## config.mk

```make
export PLATFORM = sky130hd
export DESIGN_NAME = reg_dump_scanner
export DESIGN_NICKNAME = d
export VERILOG_FILES = /design/src/rtl/reg_dump_pkg.sv /design/src/rtl/reg_dump_scanner.sv
export SDC_FILE = /design/constraint.sdc
export NUM_CORES = 1
export LEC_CHECK = 0
export CAP_MARGIN = 20
export CORE_ASPECT_RATIO = 0.5
export CORE_UTILIZATION = 43
export CTS_CLUSTER_SIZE = 40
export DETAILED_ROUTE_END_ITERATION = 16
export HOLD_SLACK_MARGIN = 0.1
export PLACE_DENSITY = 0.86
export SLEW_MARGIN = 20
export SYNTH_ARGS = -nofsm -noshare
export SYNTH_HDL_FRONTEND = slang
export SYNTH_SLANG_ARGS = --single-unit
```

## constraint.sdc

```tcl
create_clock -name clk -period 2.05 [get_ports clk]
set_input_delay 0.615 -clock clk [delete_from_list [all_inputs] [get_ports clk]]
set_output_delay 0.615 -clock clk [all_outputs]
set_load 0.02 [all_outputs]
```

## src/rtl/reg_dump_pkg.sv

```systemverilog
//-----------------------------------------------------------------------------
// reg_dump_pkg
// Shared types and default widths for the register-dump scanner.
//   dump_state_t : scanner FSM states (IDLE, SETTLE, SEND)
//   DUMP_SEL_W   : default register-select width (core SW input)
//   DUMP_DATA_W  : default display-value width (core OUT output)
//-----------------------------------------------------------------------------
package reg_dump_pkg;

    localparam int DUMP_SEL_W  = 5;
    localparam int DUMP_DATA_W = 16;

    typedef enum logic [1:0] {
        IDLE,
        SETTLE,
        SEND
    } dump_state_t;

endpackage

```

## src/rtl/reg_dump_scanner.sv

```systemverilog
//-----------------------------------------------------------------------------
// reg_dump_scanner
// Walks the core's register-display select through every register index on
// a single request, waits a settle interval per index, captures the display
// value and emits it as a valid/ready beat tagged with its index.
//
// Ports:
//   clk       in   system clock, rising edge
//   reset     in   synchronous, active-high reset
//   dump_req  in   start a dump (only looked at while idle)
//   sw_sel    out  register select, drives core SW
//   dbg_data  in   display value, from core OUT
//   m_valid   out  capture beat available
//   m_ready   in   downstream accepts beat
//   m_index   out  register index of current beat
//   m_data    out  captured display value
//   busy      out  dump in progress
//   done      out  one-cycle pulse after the last beat is accepted
//-----------------------------------------------------------------------------
module reg_dump_scanner
    import reg_dump_pkg::*;
#(
    parameter int NUM_REGS      = 32,
    parameter int SEL_W         = DUMP_SEL_W,
    parameter int DATA_W        = DUMP_DATA_W,
    parameter int SETTLE_CYCLES = 2
) (
    input  logic              clk,
    input  logic              reset,
    input  logic              dump_req,
    output logic [SEL_W-1:0]  sw_sel,
    input  logic [DATA_W-1:0] dbg_data,
    output logic              m_valid,
    input  logic              m_ready,
    output logic [SEL_W-1:0]  m_index,
    output logic [DATA_W-1:0] m_data,
    output logic              busy,
    output logic              done
);

    localparam int                CNT_W       = $clog2(SETTLE_CYCLES + 1);
    localparam logic [CNT_W-1:0]  SETTLE_LOAD = CNT_W'(SETTLE_CYCLES);
    localparam logic [CNT_W-1:0]  CNT_ONE     = CNT_W'(1);
    localparam logic [SEL_W-1:0]  LAST_IDX    = SEL_W'(NUM_REGS - 1);

    dump_state_t       state, state_n;
    logic [CNT_W-1:0]  cnt, cnt_n;
    logic [SEL_W-1:0]  idx, idx_n;
    logic              valid_n;
    logic [SEL_W-1:0]  index_n;
    logic [DATA_W-1:0] data_n;
    logic              busy_n;
    logic              done_n;

    // The walking index is the select itself: both reset to 0, both load 0
    // on a new dump, both step together, and both hold their last value
    // once the dump finishes.
    assign sw_sel = idx;

    // NOTE: every signal gets its hold/default value before the case so no
    // path leaves one unassigned, which would otherwise infer a latch.
    always_comb begin
        state_n = state;
        cnt_n   = cnt;
        idx_n   = idx;
        valid_n = m_valid;
        index_n = m_index;
        data_n  = m_data;
        busy_n  = busy;
        done_n  = 1'b0;

        unique case (state)
            IDLE: begin
                if (dump_req) begin
                    idx_n   = '0;
                    busy_n  = 1'b1;
                    cnt_n   = SETTLE_LOAD;
                    state_n = SETTLE;
                end
            end

            SETTLE: begin
                cnt_n = cnt - CNT_ONE;
                // Capture on the last settle edge, so the sampled value has
                // had SETTLE_CYCLES edges to follow the select change.
                if (cnt == CNT_ONE) begin
                    data_n  = dbg_data;
                    index_n = idx;
                    valid_n = 1'b1;
                    state_n = SEND;
                end
            end

            SEND: begin
                // m_valid is always high here, so m_ready alone completes
                // the handshake.
                if (m_ready) begin
                    valid_n = 1'b0;
                    if (idx == LAST_IDX) begin
                        busy_n  = 1'b0;
                        done_n  = 1'b1;
                        state_n = IDLE;
                    end else begin
                        idx_n   = idx + SEL_W'(1);
                        cnt_n   = SETTLE_LOAD;
                        state_n = SETTLE;
                    end
                end
            end

            default: state_n = IDLE;
        endcase
    end

    // NOTE: state registers use non-blocking assignments so every flop
    // samples the pre-edge values, independent of statement order.
    always_ff @(posedge clk) begin
        if (reset) begin
            state   <= IDLE;
            cnt     <= '0;
            idx     <= '0;
            m_valid <= 1'b0;
            m_index <= '0;
            m_data  <= '0;
            busy    <= 1'b0;
            done    <= 1'b0;
        end else begin
            state   <= state_n;
            cnt     <= cnt_n;
            idx     <= idx_n;
            m_valid <= valid_n;
            m_index <= index_n;
            m_data  <= data_n;
            busy    <= busy_n;
            done    <= done_n;
        end
    end

endmodule

```

==> run_results.csv, run 1 <==
group,metric,value,unit
min_path,hp-class,"reg -> reg",
route,drtPass1Iterations,4,
power,power.density,662.3,nW/um2
sta,clock-skew-final,4.829,ps
setup_path,r2r-end,"sw_sel[3]",
min_path,min_to,"m_data[2]",
global_routing,grt_max_degree,34,
sta,maxSlewHeadroom,0.7783,
synth,avgSynthCellArea,8.357,um2
sta,setup_viol,0,
global_routing,grt_first_pass_wirelength,4464,um
synth,synth_cell_types,25,
place,pre_cts_ws,90.41,ps
clocking,insertion_delay,280,ps
setup_path,arrival,1370,ps
power,vdd_ir_drop_max,346.3,uV
setup_path,crit_fanout,7,
finish,layout_common_cells,"clkdlybuf4s50_1, nand2_1, dfxtp_1",
setup_path,path_buf_inv,1,
floorplan,initial_utilization,0.4771,
run,max-cap-violations,0,
route,drc,0,
sta,worst_slew_pin_slew,332.1,ps
setup_path,crit_slowest_cell,"clkdlybuf4s50_1",
min_path,hold_path_startpoint,"m_data[2]",
route,drt-wirelength-per-cell,12.66,um
sta,period_share,0.9706,
sta,hold_ws,452.5,ps
place,port_buffers,48,
setup_path,slowest_delay,650,ps
route,ant_nets,0,
setup_path,start_kind,"register",
floorplan,die_h,40.94,um
route,vias,1252,
floorplan,core_area,2733,um2
place,dp_hpwl,2166,um
sta,tns,0,ps
setup_path,crit_type,"reg -> out",
setup_path,r2r_start,"sw_sel[0]",
finish,diodes,0,
setup_path,endpoint_kind,"output port",
synth,synth_cells,156,
finish,drive_gt1_frac,0.07729,
clocking,cts_tree,"built",
floorplan,die_width,79.87,um
global_routing,grt_usage,0.1962,
finish,nets,229,
route,finalWirelength,3089,um
clocking,path_clk_slew,60,ps
setup_path,crit_family,"buffers and inverters",
synth,ys_seq_area_frac,0.5067,
clocking,clockBufferDepth,2,
min_path,hold_depth,2,
setup_path,required,1430,ps
setup_path,r2r_cells,6,
finish,area_growth,47.50,%
sta,hold_viol,0,
clocking,h-tree-depth,2,
setup_path,r2r_slack,110,ps
setup_path,path_cells,"clkdlybuf4s50_1",
global_routing,grt_overflow,0,
global_routing,grt_pass1_vias,1037,
floorplan,num_io_pins,49,
floorplan,die-area,3269,um2
clocking,numCtsBuffers,5,
synth,syn_area,1304,um2
synth,syn_nets,179,
power,power_leakage,0.6876,nW
route,via_per_inst,5.131,
floorplan,fp-row-count,13,
clocking,cts-root-buf,"clkbuf_8",
sta,maxSlewViolCount,0,
route,dr.first_iter.drc_count,62,
synth,ys_ff_latch,33,
run_status,outcome,"completed",
sta,fin_crit,1990,ps
place,gp_congestion,0.7814,
clocking,hold_buffers,0,
sta,rsz0062_at_grt,"false",
finish,final_common_cell,"clkdlybuf4s50_1",
global_routing,antenna_found_initial,0,
sta,setup_slack,60.25,ps
synth,yosys_warnings,0,
sta,fmax,0.5026,GHz
clocking,cts_sinks,33,
## area by class of cell
class,instances,area (um2)
flip-flops and latches,33,660.6
clock inverters,2,10.01
well taps,37,46.29
fillers,209,809.5
multi-input cells,110,585.6
repair buffers,54,540.5
inverters,2,7.507
clock buffers,6,72.57
## synth_stat cells
cell	n	share of area
nand2b_1	6	0.029
buf_2	7	0.027
and2_4	1	0.0067
and3b_1	1	0.0067
nor3b_1	1	0.0058
or3b_1	1	0.0067
and3_1	1	0.0048
inv_1	2	0.0058
nand4bb_1	1	0.0086
o21ai_0	1	0.0038
clkbuf_1	4	0.012
a211oi_1	1	0.0058
dfxtp_1	33	0.51
nor2_1	2	0.0058
and4bb_2	1	0.0096
nand3b_1	2	0.012
a311oi_1	2	0.013
nand2_1	45	0.13
nand4_1	3	0.014
nand3_1	4	0.015
a311oi_2	1	0.012
a21oi_1	30	0.12
ha_1	3	0.029
a41oi_1	1	0.0067
nor2b_1	2	0.0096
## power breakdown
group	internal, mW	switching, mW	total (mW)
clock	0.235	0.227	0.462
sequential	0.657	0.0128	0.670
combinational	0.0784	0.0638	0.142
total	0.970	0.303	1.27
## worst max path at each step
stage / to / cells past startpoint / slack (ps) / from
final: sw_sel[2] / 1 / 60 / sw_sel[2]
after CTS: sw_sel[0] / 1 / 40 / sw_sel[0]
after detailed placement: cnt[1] / 4 / 90 / dump_req
after global placement: cnt[1] / 4 / 120 / dump_req
after global routing: sw_sel[2] / 1 / 9 / sw_sel[2]
after floorplan: cnt[1] / 6 / 240 / sw_sel[0]
## layer usage
| metal | vias up | track usage | share of wire |
|---|---|---|---|
| met3 | 9 | 0.06444 | 0.076 |
| met2 | 45 | 0.3333 | 0.46 |
| li1 | 627 | - | - |
| met5 | - | 0 | 0 |
| met1 | 571 | 0.2201 | 0.44 |
| met4 | 0 | 0.1473 | 0.020 |
## registers in the layout, indices dropped and copies added (netlist names)
signal / cells
m_data: 16
m_index: 5
sw_sel: 5
cnt: 2
state: 2
busy: 1
done: 1
m_valid: 1
## metrics by stage
| stage | utilization | instance area, um2 | std cells | power (mW) |
|---|---|---|---|---|
| 2_1_floorplan | - | 1304 | 156 | 0.7534 |
| 3_3_place_gp | 0.6726 | 1838 | 236 | 0.8220 |
| 3_5_place_dp | 0.6726 | 1838 | 236 | 0.8262 |
| 4_1_cts | 0.7028 | 1921 | 244 | 1.285 |
| 5_1_grt | 0.7038 | 1923 | 244 | 1.325 |
| 6_report | 0.7038 | 1923 | 244 | 1.274 |
## logic make-up after synthesis
group                    share of synthesized area
AO/OA/AOI/OAI                               0.1564
adder cells (fa/ha/maj)                    0.02879
buffers and inverters                      0.04414
flip-flops                                  0.5067
AND/OR/NAND/NOR                             0.2639
## what timing repair did
item | CTS | global route
endpoints found under the setup margin | 0 | 1
setup buffers | 0 | 0
resized for setup | 0 | 1
Note: power is estimated with default switching activity, not from simulation.
==> run 2, diff against run 1 <==
==> constraint.sdc (replaced) <==
create_clock -name clk -period 2.05 [get_ports clk]
set_input_delay 0.615 -clock clk [delete_from_list [all_inputs] [get_ports clk]]
set_output_delay 0.615 -clock clk [all_outputs]
set_load 0.05 [all_outputs]
==> run 2 against run 1 <==
Net effect: flip-flop and latch count unchanged; final area down 1.8%; die area unchanged; sequential power hardly changed; critical endpoint is now sw_sel[3]; largest cell class unchanged.
==> run_results.csv, run 2 (synthesized netlist as in run 1, its figures left out) <==
group,metric,value,unit
run,max-cap-violations,0,
sta,hold_ws,455.1,ps
sta,fin_crit,1811,ps
clocking,insertion_delay,280,ps
clocking,clockBufferDepth,2,
global_routing,grt_first_pass_wirelength,4540,um
global_routing,grt_usage,0.1950,
power,swShare,0.2240,
power,power_leakage,0.7468,nW
finish,final_util,0.6914,
finish,layout_common_cells,"nand2_1, buf_4, dfxtp_1",
setup_path,crit_type,"reg -> reg",
floorplan,die-area,3269,um2
clocking,cts_resized,0,
finish,diodes,0,
global_routing,grt_max_degree,34,
min_path,hp-class,"reg -> reg",
min_path,hold_depth,2,
power,power.density,769.2,nW/um2
floorplan,num_io_pins,49,
sta,rsz0062_at_grt,"false",
finish,nFillCells,201,
finish,top_register,"m_data",
power,p_comb_frac,0.110,
setup_path,required,2240,ps
finish,nets,230,
floorplan,initial_utilization,0.4771,
finish,largest_register_ffs,16,
clocking,cts_sinks,33,
finish,area_growth,44.91,%
route,finalWirelength,3142,um
route,drc,0,
sta,hold_viol,0,
route,via_per_inst,5.037,
setup_path,crit_fanout,5,
global_routing,grt_overflow,0,
floorplan,die_h,40.94,um
place,gp_congestion,0.7849,
finish,drive_gt1_frac,0.2212,
place,port_buffers,48,
clocking,post_cts_buffers,0,
route,drt-wirelength-per-cell,12.82,um
route,drtPass1Iterations,4,
floorplan,die_width,79.87,um
clocking,numCtsBuffers,5,
power,power_switching,0.3256,mW
place,pre_cts_ws,44.10,ps
setup_path,endpoint_kind,"register",
sta,setup_slack,239.2,ps
sta,setup_viol,0,
clocking,hold_buffers,0,
sta,period_share,0.8833,
route,ant_nets,0,
power,p_total,1.453,mW
floorplan,core_area,2733,um2
run_status,outcome,"completed",
clocking,h-tree-depth,2,
global_routing,antenna_found_initial,0,
clocking,cts-root-buf,"clkbuf_8",
sta,maxSlewViolCount,0,
power,p_int,1.128,mW
power,pwr-share-seq,0.461,
setup_path,arrival,2000,ps
finish,final_common_cell,"nand2_1",
clocking,cts_tree,"built",
route,dr.first_iter.drc_count,48,
power,vdd_ir_drop_max,482.2,uV
power,clockPowerShare,0.429,
floorplan,fp-row-count,13,
sta,maxSlewHeadroom,0.7790,
place,dp_hpwl,2069,um
sta,clock-skew-final,6.802,ps
global_routing,grt_pass1_vias,987,
clocking,path_clk_slew,70,ps
route,vias,1234,
setup_path,r2r_cells,6,
sta,fmax,0.5522,GHz
sta,worst_slew_pin_slew,331.0,ps
setup_path,start_kind,"register",
sta,tns,0,ps
run 2: cell type report:
type,instances,area [um2],share of cell area
clock buffer,7,86.33,0.04570
clock inverter,1,30.03,0.01589
multi-input combinational,110,585.6,0.3099
sequential,33,660.6,0.3497
timing repair buffer,55,473.0,0.2503
tap,37,46.29,0.02450
inverter,2,7.507,0.003974
run 2: worst paths after layout:
kind                                    to  slack [ps]       start
worst max-delay path             sw_sel[3]         240   sw_sel[0]
worst min-delay path            m_index[1]         460  m_index[1]
worst max register to register   sw_sel[3]         240   sw_sel[0]
worst min register to register  m_index[1]         460  m_index[1]
run 2: worst max-delay path, cell delays in order (launching register included):
cell,delay [ps]
dfxtp_1,310
ha_1,230
and3_1,200
ha_1,220
and4bb_2,370
a41oi_1,130
a311oi_1,260
run 2: power by group through the flow:
stage | sequential, mW | combinational, mW | clock (mW)
6_report | 0.669 | 0.160 | 0.624
5_1_grt | 0.672 | 0.170 | 0.671
4_1_cts | 0.669 | 0.160 | 0.637
3_5_place_dp | 0.684 | 0.159 | 0
3_3_place_gp | 0.683 | 0.155 | 0
2_1_floorplan | 0.708 | 0.0648 | 0
run 2: layer usage:
layer  up-vias  global-route usage  wire (um)
met3         2             0.06889        188
met1       565              0.2500       1540
li1        630                   -          -
met4         0              0.1027         17
met2        37              0.2970       1397
met5         -                   0          0
run 2: through the flow:
step	cell area [um2]	std cells
finish	1889	245
global route	1889	245
CTS	1889	245
detailed placement	1773	237
global placement	1773	237
floorplan	1304	156
==> run 3, diff against run 2 <==
--- a/config.mk
+++ b/config.mk
@@ -8,7 +8,6 @@
 export CAP_MARGIN = 20
 export CORE_ASPECT_RATIO = 0.5
 export CORE_UTILIZATION = 43
-export CTS_CLUSTER_SIZE = 40
 export DETAILED_ROUTE_END_ITERATION = 16
 export HOLD_SLACK_MARGIN = 0.1
 export PLACE_DENSITY = 0.86
==> constraint.sdc (replaced) <==
create_clock -name clk -period 1.85 [get_ports clk]
set_input_delay 0.555 -clock clk [delete_from_list [all_inputs] [get_ports clk]]
set_output_delay 0.555 -clock clk [all_outputs]
set_load 0.05 [all_outputs]
==> run 3 against run 2 <==
Net effect: die area stayed put; flip-flop and latch count is the same; worst hold slack lost 1.5 ps; first-iteration DRC count down 65%; sequential power increased by 11%; critical path depth did not move; utilization grew 2.0 points; setup slack worse by 140 ps; fmax up 3.5%; critical path type unchanged; highest routed layer unchanged.
==> run_results.csv, run 3 (synthesized netlist as in run 1, its figures left out) <==
group,metric,value,unit
route,via_per_inst,5.040,
finish,diodes,0,
power,swShare,0.2352,
sta,maxSlewHeadroom,0.7684,
clocking,cts_tree,"built",
sta,clock-skew-final,4.666,ps
global_routing,gr-max-usage-layer,"met2",
route,drc,0,
setup_path,required,2030,ps
global_routing,use_met1,0.2241,
sta,maxSlewViolCount,0,
route,dr.first_iter.drc_count,17,
setup_path,endpoint_kind,"register",
finish,layout_common_cells,"nand2_1, buf_4, dfxtp_1",
setup_path,r2r_cells,6,
global_routing,grt_pass1_vias,963,
global_routing,met2_usage,0.3141,
power,power.density,772.1,nW/um2
setup_path,start_kind,"register",
setup_path,crit_type,"reg -> reg",
floorplan,initial_utilization,0.4771,
floorplan,die_width,79.87,um
finish,fin_area,1944,um2
sta,fmax,0.5717,GHz
global_routing,grt_overflow,0,
finish,area_growth,49.14,%
route,finalWirelength,3007,um
clocking,path_clk_slew,70,ps
power,p_int,1.148,mW
setup_path,r2r-end,"sw_sel[2]",
global_routing,grt_usage,0.1897,
power,power_leakage,0.7737,nW
power,pwr-share-seq,0.495,
route,vias,1255,
power,vdd_ir_drop_max,486.5,uV
clocking,insertion_delay,280,ps
floorplan,num_io_pins,49,
clocking,clockBufferDepth,2,
clocking,hold_buffers,0,
place,dp_hpwl,2085,um
setup_path,startpoint,"sw_sel[0]",
route,ant_nets,0,
sta,worst_slew_pin_slew,346.9,ps
clocking,cts-root-buf,"clkbuf_8",
global_routing,grt_first_pass_wirelength,4333,um
clocking,numCtsBuffers,5,
setup_path,r2r_start,"sw_sel[0]",
power,p_comb_frac,0.118,
run,max-cap-violations,0,
route,drt-wirelength-per-cell,12.08,um
sta,fin_crit,1749,ps
finish,finalNonFillerCells,249,
place,port_buffers,48,
finish,drive_gt1_frac,0.2500,
setup_path,arrival,1930,ps
floorplan,die_h,40.94,um
place,dp.cells,240,
setup_path,crit_end,"sw_sel[2]",
run_status,outcome,"completed",
finish,nFillCells,200,
setup_path,crit_fanout,5,
power,clockPowerShare,0.388,
finish,final_common_cell,"nand2_1",
power,power_switching,0.3532,mW
clocking,post_cts_buffers,0,
setup_path,r2r_slack,100,ps
sta,period_share,0.9455,
clocking,h-tree-depth,2,
finish,top_register,"m_data",
route,drtPass1Iterations,4,
floorplan,core_area,2733,um2
clocking,cts_sinks,33,
finish,nets,234,
place,placed_area,1836,um2
finish,largest_register_ffs,16,
power,p_total,1.501,mW
min_path,hp-class,"reg -> reg",
clocking,cts_resized,0,
global_routing,met3_usage,0.06889,
global_routing,antenna_found_initial,0,
sta,setup_viol,0,
place,gp_congestion,0.8191,
global_routing,grt_max_degree,34,
floorplan,die-area,3269,um2
sta,hold_viol,0,
floorplan,fp-row-count,13,
-- run 3: stage by stage --
| stage | hold slack [ps] | setup TNS, ps | util | worst slack (ps) |
|---|---|---|---|---|
| after floorplan | 458.5 | 0 | - | 28.42 |
| after global placement | 442.4 | -19.90 | 0.6717 | -19.90 |
| after detailed placement | 447.8 | -60.17 | 0.6717 | -44.93 |
| after CTS | 456.5 | 0 | 0.7088 | 74.32 |
| after global routing | 470.6 | -8.808 | 0.7115 | -8.808 |
| final | 453.6 | 0 | 0.7115 | 100.8 |
-- run 3: how the worst min path moves through the flow --
stage / start / to / slack (ps) / cells past startpoint
after floorplan: cnt[0] / cnt[0] / 460 / 2
after CTS: m_data[9] / m_data[9] / 460 / 2
final: m_data[9] / m_data[9] / 450 / 2
after global placement: m_data[3] / m_data[3] / 440 / 2
after detailed placement: m_data[9] / m_data[9] / 450 / 2
after global routing: m_data[15] / m_data[15] / 470 / 2
-- run 3: layout make-up --
cell class	count	area, um2	area share
inverter	2	7.507	0.003861
clock inverter	1	5.005	0.002574
sequential	33	663.1	0.3411
timing repair buffer	59	540.5	0.2780
clock buffer	7	96.34	0.04955
tap	37	46.29	0.02381
multi-input combinational	110	585.6	0.3012
-- run 3: power by group through the flow --
stage | combinational (mW) | clock (mW) | sequential, mW
CTS | 0.177 | 0.598 | 0.742
global placement | 0.173 | 0 | 0.757
finish | 0.176 | 0.582 | 0.742
detailed placement | 0.176 | 0 | 0.758
global route | 0.191 | 0.627 | 0.745
floorplan | 0.0718 | 0 | 0.785
-- run 3: layer usage --
layer / vias up / share of wire
met5: - / 0
met4: 0 / 0.012
met3: 4 / 0.058
met2: 36 / 0.48
met1: 580 / 0.45
li1: 635 / -
-- run 3: worst max-delay path, stage by stage, from the launching register on --
cell and delay, ps:
dfxtp_2 320, ha_1 220, and3_1 190, ha_1 220
and4bb_2 360, a21oi_1 90, a311oi_1 250
==> edit (flow settings as in run 1) <==
Take the reset off `m_data` and load it in a clocked block of its own.
--- a/src/rtl/reg_dump_scanner.sv
+++ b/src/rtl/reg_dump_scanner.sv
@@ -121,7 +121,6 @@
             idx     <= '0;
             m_valid <= 1'b0;
             m_index <= '0;
-            m_data  <= '0;
             busy    <= 1'b0;
             done    <= 1'b0;
         end else begin
@@ -130,11 +129,14 @@
             idx     <= idx_n;
             m_valid <= valid_n;
             m_index <= index_n;
-            m_data  <= data_n;
             busy    <= busy_n;
             done    <= done_n;
         end
     end
 
+    always_ff @(posedge clk) begin
+        m_data <= data_n;
+    end
+
 endmodule
 
Check against the original RTL: differs if reset is asserted again (counterexample within 4 cycles, from zero or initial values and one cycle with reset high); with reset held inactive, the same outputs for 10 cycles.
==> edit against run 1 <==
Via count down 28%. Setup slack better by 27 ps. Area after synthesis down 3.6%. Worst hold slack better by 21 ps. Power grew 1.2%. Sequential cell count did not move. Routed wire length is 20% lower. Cell area fell by 2.7%. First-iteration DRC count shrank 69%.
==> edit: results (changes against run 1) <==
| Metric | Value |
|---|---|
| Register area share after synthesis | 65.3% (was 50.7%) |
| Area share of fa/ha/maj cells after synthesis | 2.99% (was 2.88%) |
| Inst Count DP | 178 (was 236) |
| Syn nets | 118 (was 179) |
| FF-to-FF setup slack | 130 ps (was 110 ps) |
| Post-synth top cells | dfxtp_1, edfxtp_1, nor2_1, a21oi_1, mux2i_1 (was nand2_1, dfxtp_1, a21oi_1, buf_2, nand2b_1) |
| Peak VDD IR | 389 uV (was 346 uV) |
| Starting DRT DRC Count | 19 (was 62) |
| Detailed Place HPWL | 1750 um (was 2170 um) |
| Seq group | 0.718 mW (was 0.670 mW) |
| Worst EP arrival | 1350 ps (was 1370 ps) |
| Mux cell area share after synthesis | 4.88% (was 0%) |
| Routability cong. | 0.737 (was 0.781) |
| Hold Startpoint | cnt[1] (was m_data[2]) |
| Max FO, Critical Path | 5 (was 7) |
| Routed WL | 2470 um (was 3090 um) |
| Drt via density | 4.84 (was 5.13) |
| Outcome | finished clean (unchanged) |
| First-pass GRT wire length | 3580 um (was 4460 um) |
| Synth top area cells | edfxtp_1, dfxtp_1, mux2i_1, ha_1, a21oi_1 (was dfxtp_1, nand2_1, a21oi_1, ha_1, nand2b_1) |
| Logic gate share of total power | 8.7% (was 11.2%) |
| Layout cells sized above 1 | 11.4% (was 7.73%) |
| Switch Pwr | 0.280 mW (was 0.303 mW) |
| Number of nets in the layout | 171 (was 229) |
| Routed length on met1 | 1040 um (was 1360 um) |
| DR WL met2 | 1260 um (was 1430 um) |
| WL met3 | 140 um (was 234 um) |
| CP peak stage delay | 600 ps (was 650 ps) |
| Hold EP | cnt[1] (was m_data[2]) |
| Total GRT Usage | 16.3% (was 19.6%) |
| Vias in the first global route | 787 (was 1037) |
| Clk_lat worst skew | 280 ps (about the same) |
| Met3 Usage GRT | 6.36% (was 6.44%) |
| Layout Skew | 3.68 ps (was 4.83 ps) |
| First-pass DRT Iterations | 4 (unchanged) |
| Switch share | 21.7% (was 23.8%) |
| Synth Instances | 95 (was 156) |
| Post-place setup slack | 87.8 ps (was 90.4 ps) |
| Fin Hold WS | 473 ps (was 452 ps) |
| Number of synthesized flops with an enable pin | 16 (was 0) |
| Compound-cell area share of the yosys netlist | 8.96% (was 15.6%) |
| Largest net degree at the start of global routing | 18 (was 34) |
| Met2 GRT Util | 29.6% (was 33.3%) |
| Dpl cell area | 0.00178 mm^2 (was 0.00184 mm^2) |
| Worst slew margin | 72.5% (was 77.8%) |
edit: tightest hold or removal path, stage by stage (launching register included):
cell and delay [ps]:
dfxtp_1 300, inv_1 60, a211oi_1 60
edit: cell type report:
class / count / area (um^2)
clock buffer: 5 / 68.8
clock inverter: 3 / 17.5
fill: 184 / 813
inverter: 2 / 7.51
multi-input combinational: 55 / 402
sequential: 33 / 821
tap: 37 / 46.3
timing repair buffer: 51 / 508
edit: what timing repair did:
action | in CTS | in global routing
endpoints found under the hold margin | 0 | 0
gates resized for setup | 0 | 2
endpoints found under the setup margin | 0 | 2
edit: worst max path at each step:
stage,to,cells after the start,start,slack (ps)
CTS,sw_sel[2],1,sw_sel[2],70
global route,cnt[1],6,sw_sel[0],-4
finish,sw_sel[1],2,sw_sel[1],90
detailed placement,busy,4,dump_req,90
global placement,busy,4,dump_req,120
floorplan,sw_sel[3],6,sw_sel[0],230
